--- src/rtl/ex_mul_pkg.sv ---
// Shared constants and helpers for the pipelined RV32 multiplier.
package ex_mul_pkg;

  localparam int RV32_DATA_WIDTH = 32;
  localparam int RRF_ENT_SEL     = 6;

  localparam int EXT_W  = RV32_DATA_WIDTH + 1;   // 33-bit extended operand
  localparam int HALF_W = 16;                    // low-half width of an operand split
  localparam int PP_W   = 2 * (EXT_W - HALF_W);  // 34 bits holds any half x half product
  localparam int PROD_W = 2 * EXT_W;             // 66-bit full signed product

  function automatic logic [PROD_W-1:0] sext_pp(input logic [PP_W-1:0] pp);
    return {{(PROD_W-PP_W){pp[PP_W-1]}}, pp};
  endfunction

endpackage

--- src/rtl/ex_mul_pp.sv ---
// Partial-product generator: 33x33 signed operands split into 17-bit signed high and
// 16-bit unsigned low halves, four 34-bit signed products out; purely combinational.
module mul_pp
  import ex_mul_pkg::*;
(
  input  logic [EXT_W-1:0] a_i,
  input  logic [EXT_W-1:0] b_i,
  output logic [PP_W-1:0]  pp_ll_o,
  output logic [PP_W-1:0]  pp_lh_o,
  output logic [PP_W-1:0]  pp_hl_o,
  output logic [PP_W-1:0]  pp_hh_o
);

  logic signed [PP_W-1:0] a_lo, a_hi, b_lo, b_hi;

  // Halves widened to the product width so every multiply is full-width signed.
  assign a_lo = {{(PP_W-HALF_W){1'b0}}, a_i[HALF_W-1:0]};
  assign b_lo = {{(PP_W-HALF_W){1'b0}}, b_i[HALF_W-1:0]};
  assign a_hi = {{(PP_W-(EXT_W-HALF_W)){a_i[EXT_W-1]}}, a_i[EXT_W-1:HALF_W]};
  assign b_hi = {{(PP_W-(EXT_W-HALF_W)){b_i[EXT_W-1]}}, b_i[EXT_W-1:HALF_W]};

  assign pp_ll_o = a_lo * b_lo;
  assign pp_lh_o = a_lo * b_hi;
  assign pp_hl_o = a_hi * b_lo;
  assign pp_hh_o = a_hi * b_hi;

endmodule

--- src/rtl/ex_mul.sv ---
// Fully pipelined RV32 MUL/MULH/MULHSU/MULHU unit: result 3 cycles after issue.
// Accepts one op per cycle with no backpressure; i_kill drops everything in flight.
module ex_mul
  import ex_mul_pkg::*;
(
  input  logic                       clk,
  input  logic                       rst_n,
  input  logic                       i_is_vld,
  input  logic                       i_mul_signed1,
  input  logic                       i_mul_signed2,
  input  logic                       i_mul_sel_high,
  input  logic [RV32_DATA_WIDTH-1:0] i_rs1_srcopr,
  input  logic [RV32_DATA_WIDTH-1:0] i_rs2_srcopr,
  input  logic [RRF_ENT_SEL-1:0]     i_rrftag,
  input  logic                       i_kill,
  output logic                       o_exfin_mul,
  output logic [RRF_ENT_SEL-1:0]     o_ex_mul_rrftag,
  output logic [RV32_DATA_WIDTH-1:0] o_exfin_mul_res,
  output logic                       o_busy
);

  logic                   s1_vld_q, s2_vld_q, s3_vld_q;
  logic                   s1_vld_d, s2_vld_d, s3_vld_d;
  logic [EXT_W-1:0]       s1_a_q, s1_b_q, a_ext_d, b_ext_d;
  logic [RRF_ENT_SEL-1:0] s1_tag_q, s2_tag_q, res_tag_q;
  logic                   s1_hi_q, s2_hi_q;
  logic [PP_W-1:0]        pp_ll_d, pp_lh_d, pp_hl_d, pp_hh_d;
  logic [PP_W-1:0]        pp_ll_q, pp_lh_q, pp_hl_q, pp_hh_q;
  logic [PROD_W-1:0]      prod_d;
  logic [RV32_DATA_WIDTH-1:0] res_d, res_q;

  assign a_ext_d = {i_mul_signed1 & i_rs1_srcopr[RV32_DATA_WIDTH-1], i_rs1_srcopr};
  assign b_ext_d = {i_mul_signed2 & i_rs2_srcopr[RV32_DATA_WIDTH-1], i_rs2_srcopr};

  // A kill wins over every stage, including an issue arriving in the same cycle.
  assign s1_vld_d = i_is_vld & ~i_kill;
  assign s2_vld_d = s1_vld_q & ~i_kill;
  assign s3_vld_d = s2_vld_q & ~i_kill;

  mul_pp u_mul_pp (
    .a_i     (s1_a_q),
    .b_i     (s1_b_q),
    .pp_ll_o (pp_ll_d),
    .pp_lh_o (pp_lh_d),
    .pp_hl_o (pp_hl_d),
    .pp_hh_o (pp_hh_d)
  );

  assign prod_d = (sext_pp(pp_hh_q) << (2 * HALF_W))
                + (sext_pp(pp_lh_q) << HALF_W)
                + (sext_pp(pp_hl_q) << HALF_W)
                +  sext_pp(pp_ll_q);

  assign res_d = s2_hi_q ? prod_d[2*RV32_DATA_WIDTH-1:RV32_DATA_WIDTH]
                         : prod_d[RV32_DATA_WIDTH-1:0];

  always_ff @(posedge clk or negedge rst_n) begin
    if (!rst_n) begin
      s1_vld_q  <= 1'b0;
      s2_vld_q  <= 1'b0;
      s3_vld_q  <= 1'b0;
      s1_a_q    <= '0;
      s1_b_q    <= '0;
      s1_tag_q  <= '0;
      s1_hi_q   <= 1'b0;
      pp_ll_q   <= '0;
      pp_lh_q   <= '0;
      pp_hl_q   <= '0;
      pp_hh_q   <= '0;
      s2_tag_q  <= '0;
      s2_hi_q   <= 1'b0;
      res_q     <= '0;
      res_tag_q <= '0;
    end else begin
      s1_vld_q <= s1_vld_d;
      s2_vld_q <= s2_vld_d;
      s3_vld_q <= s3_vld_d;
      if (s1_vld_d) begin
        s1_a_q   <= a_ext_d;
        s1_b_q   <= b_ext_d;
        s1_tag_q <= i_rrftag;
        s1_hi_q  <= i_mul_sel_high;
      end
      if (s2_vld_d) begin
        pp_ll_q  <= pp_ll_d;
        pp_lh_q  <= pp_lh_d;
        pp_hl_q  <= pp_hl_d;
        pp_hh_q  <= pp_hh_d;
        s2_tag_q <= s1_tag_q;
        s2_hi_q  <= s1_hi_q;
      end
      if (s3_vld_d) begin
        res_q     <= res_d;
        res_tag_q <= s2_tag_q;
      end
    end
  end

  assign o_exfin_mul     = s3_vld_q;
  assign o_ex_mul_rrftag = res_tag_q;
  assign o_exfin_mul_res = res_q;
  assign o_busy          = s1_vld_q | s2_vld_q | s3_vld_q;

endmodule

--- config.mk ---
export PLATFORM = sky130hd
export DESIGN_NAME = ex_mul
export DESIGN_NICKNAME = d
export VERILOG_FILES = /design/src/rtl/ex_mul_pkg.sv /design/src/rtl/ex_mul_pp.sv /design/src/rtl/ex_mul.sv
export SDC_FILE = /design/constraint.sdc
export NUM_CORES = 2
export LEC_CHECK = 0
export CAP_MARGIN = 20
export CORE_MARGIN = 2
export CORE_UTILIZATION = 40
export CTS_BUF_LIST = sky130_fd_sc_hd__clkbuf_4
export CTS_CLUSTER_DIAMETER = 40
export DETAILED_ROUTE_END_ITERATION = 10
export HOLD_SLACK_MARGIN = 0.02
export PLACE_DENSITY = 0.53
export SLEW_MARGIN = 20
export SYNTH_ARGS = -nofsm -noshare
export SYNTH_HDL_FRONTEND = slang
export SYNTH_HIERARCHICAL = 1
export SYNTH_SLANG_ARGS = --single-unit
--- constraint.sdc ---
create_clock -name clk -period 12.5 [get_ports clk]
set_input_delay 1.25 -clock clk [delete_from_list [all_inputs] [get_ports clk]]
set_output_delay 1.25 -clock clk [all_outputs]
set_load 0.005 [all_outputs]
== Word level (Yosys, flattened, before mapping) ==
Cells that the tools add are included.
Storage, ports and cells
  output and inout bits: 40
  logic and storage cells: 31
  flip-flop bits (word level): 253
  bits of input ports: 77
Operators by class
  bitwise gates (word level): 8
  multiply operators: 4
  mux-type cells: 1
  add/subtract/negate cells: 3
Operator list (count)
  $add A64 B64 Y64: 2
  $mul A17 B17 Y34: 2
  $add A64 B32 Y64: 1
  $mul A16 B16 Y32: 1
  $mul A17 B17 Y32: 1
  $mux W32: 1
  $and A1 B1 Y1: 5
  $or A1 B1 Y1: 2
  $not A1 Y1: 1

== Depth between registers and ports, before layout ==
  depth in word-level cells: 4
  depth in mapped cells: 27
  gate-level depth less buffers: 25

== Hierarchy ==
Netlist, hierarchy kept.
Modules (own cells, without submodules)
  mul_pp: cells an instance 4436, instances 1, area an instance 39126.3 um^2, seq. area each 0.0 um^2
  ex_mul: cells an instance 1382, instances 1, area an instance 14328.7 um^2, seq. area each 6381.1 um^2

== Worst setup path after synthesis ==
No wires, ideal clock.
  kind: flip-flop to flip-flop
  from: register s1_a_q[32]
  to: register pp_hl_q[33]
  path buffers: 1
  setup time: 0.125 ns
  stages on the path, launching flop included: 25
  data arrival time: 6.258 ns
  required time: 12.375 ns
  slack: 6.117 ns
  period minus slack after synthesis: 6.383 ns
  path through: dfrtp_1 > clkbuf_1 > nand2_1 > inv_1 > fa_1 > inv_1 > fa_1 > fa_1 > fa_1 > inv_1 > fa_1 > inv_1 > fa_1 > inv_1 > ha_1 > a21o_1 > a21oi_1 > nor2_1 > a311o_1 > or3_1 > o21bai_2 > o2111ai_1 > a21oi_1 > xnor2_1 > mux2_2
Between the ends
  longest elaborated chain between the ends: 1
Ends and longest elaborated chain
  start: declaration: line ex_mul.sv:24  | logic [EXT_W-1:0] s1_a_q, s1_b_q, a_ext_d, b_ext_d;
  start signal: assignment: line ex_mul.sv:79  | s1_a_q <= a_ext_d;
  $mul A17 B17 Y34: line ex_mul_pp.sv:24  | assign pp_hl_o = a_hi * b_lo;
  net pp_hl_d[33]: line ex_mul.sv:27  | logic [PP_W-1:0] pp_ll_d, pp_lh_d, pp_hl_d, pp_hh_d;
  end signal: assignment: line ex_mul.sv:87  | pp_hl_q <= pp_hl_d;
  end: declaration: line ex_mul.sv:28  | logic [PP_W-1:0] pp_ll_q, pp_lh_q, pp_hl_q, pp_hh_q;
The timed path passes the listed nets, and every way through them passes these cells.
A chain may end at the register's enable or synchronous reset.

== Worst setup path after layout ==
  from: register s1_a_q[5]
  to: register pp_lh_q[33]
Between the ends
  longest elaborated chain between the ends: 1
Ends and longest elaborated chain
  $mul A17 B17 Y34: line ex_mul_pp.sv:23  | assign pp_lh_o = a_lo * b_hi;
  net pp_lh_d[33]: line ex_mul.sv:27
  end signal: assignment: line ex_mul.sv:86  | pp_lh_q <= pp_lh_d;
  end: declaration: line ex_mul.sv:28
The timed path passes the listed nets, and every way through them passes these cells.

==> qor.yml <==
hold_viol_final: 0
root_buffer: "clkbuf_4"
min_period_over_period: 0.5771
cp_slowest_cell: "dfrtp_1"
clkSlewWorstSetupHoldPaths_ps: 60
worst_path_dominant_cell_family: "adder cells"
worstMarginPinSlew_ps: 1019
wl_um: 152700
synth_area_um2: 53090
crit_arrival_ps: 8030
rsz0062_at_grt: "no"
grt_overflow_total: 0
firstDrtPassIters: 5
worstPathCellList: "buf_4 -> and2_1 -> fa_1 -> inv_1 -> fa_1 -> fa_1 -> fa_1 -> inv_1 -> fa_1 -> inv_1 -> fa_1 -> inv_1 -> ha_1 -> and3_1 -> nand3_1 -> o211ai_1 -> o21ai_1 -> a22oi_1 -> a211oi_1 -> o31ai_1 -> a31o_1 -> xnor2_1 -> mux2_2"
end_kind: "flip-flop"
place_hpwl_um: 117400
grtUsageMet2: 0.3543
clk_latency_ps: 990
grtUsageMet3: 0.03784
startpoint_type: "flip-flop"
crit_type: "reg -> reg"
layout-drive-gt1-share: 0.06244
postSynthCellCount: 5774
grt_util_met1: 0.3396
drc: 0
period_needed_ps: 7214
busiest_layer: "met2"
grt_max_degree: 175
crit_fanout: 21
grt_pass1_vias: 41274
drv_slew: 0
relSlewSlack: 0.3210
setup_viol_count_final: 0
post_cts_buffers: 0
fin_cells: 7618
num_rows: 133
cts.hold.buffers_added: 0
clockBufferDepth: 3
cts.repair.resized: 0
cpMostUsedCell: "fa_1"
avgSynthCellArea_um2: 9.195
die_x_um: 368.3
area_growth_pct: 7.753
gp_congestion: 0.8778
critical_path.max_stage_delay_ps: 720
hold_class: "in -> async"
dp_cells: 7456
port_buffers: 116
grt_antenna_before_repair: 7
io_pins: 117
core_um2: 131600
die_y_um: 368.3
wl_per_cell_um: 20.05
start_util: 0.4034
dieArea_um2: 135700
nNetsFinal: 7370
antenna_left: 0
drt_iter0_markers: 2329
required_ps: 13320
grt_usage: 0.2327
fin_tns_setup_ps: 0
timing.fmax_ghz: 0.1386
skew_ps: 79.72
yosys_warnings: 6
layout_common_cells: "inv_1, fa_1, nand2_1"
crit_buf_inv: 5
vias: 38469
nFillCells: 13026
layout_commonest_cell: "inv_1"
cts_tree: "yes"
htree_num_levels: 3
multiInputGateArea_um2: 40890
maxCapViolCount: 0
cts_buffers: 89
regArea_um2: 6384
outcome: "finished, final reports clean"
avgViaCountPerCell: 5.050
cts_sinks: 255
grt_pass1_wl_um: 243300
-- path summary, 6_finish.rpt --
check | startpoint | end | slack [ps] | cells after the start
max | s1_a_q[5] | pp_lh_q[33] | 5290 | 23
min | rst_n | o_exfin_mul_res[10] | 360 | 1
max reg2reg | s1_a_q[5] | pp_lh_q[33] | 5290 | 23
min reg2reg | s2_tag_q[4] | o_ex_mul_rrftag[4] | 460 | 2
max in group asynchronous | rst_n | s1_a_q[17] | 9790 | 3
min in group clk | s2_tag_q[4] | o_ex_mul_rrftag[4] | 460 | 2
-- layout make-up --
class                      instances  area share
antenna                            1  0.00004374
clock buffer                     114     0.01496
clock inverter                    47    0.005293
inverter                        1288     0.08451
multi-input combinational       3966      0.7147
sequential                       255      0.1116
tap                             1755     0.03838
timing repair buffer             192     0.03057
-- through the flow --
step	instance area [um2]	util	setup slack, ps	hold slack, ps
after detailed placement	56050	0.4258	5372	448.0
final	57210	0.4346	5286	356.6
after CTS	57210	0.4346	5325	286.9
after global placement	56050	0.4258	5388	448.6
after floorplan	53100	-	6117	434.8
after global routing	57210	0.4346	4905	368.8
-- state kept, by name (all words and copies together), names as in the netlist, 6 cells and up --
| register | count |
|---|---|
| s1_a_q | 33 |
| s2_tag_q | 6 |
| pp_hl_q | 34 |
| o_ex_mul_rrftag | 6 |
| s1_tag_q | 6 |
| pp_hh_q | 32 |
| s1_b_q | 33 |
| pp_lh_q | 34 |
| o_exfin_mul_res | 32 |
| pp_ll_q | 34 |
-- routing by layer --
| layer | routed length, um | vias to the layer above |
|---|---|---|
| li1 | - | 17506 |
| met1 | 73140 | 19799 |
| met2 | 66360 | 964 |
| met3 | 8573 | 190 |
| met4 | 4567 | 10 |
| met5 | 71 | - |
Power is left out: the tool's default activity adds up to more than one toggle a clock period on the data nets, which glitch-free logic cannot reach.
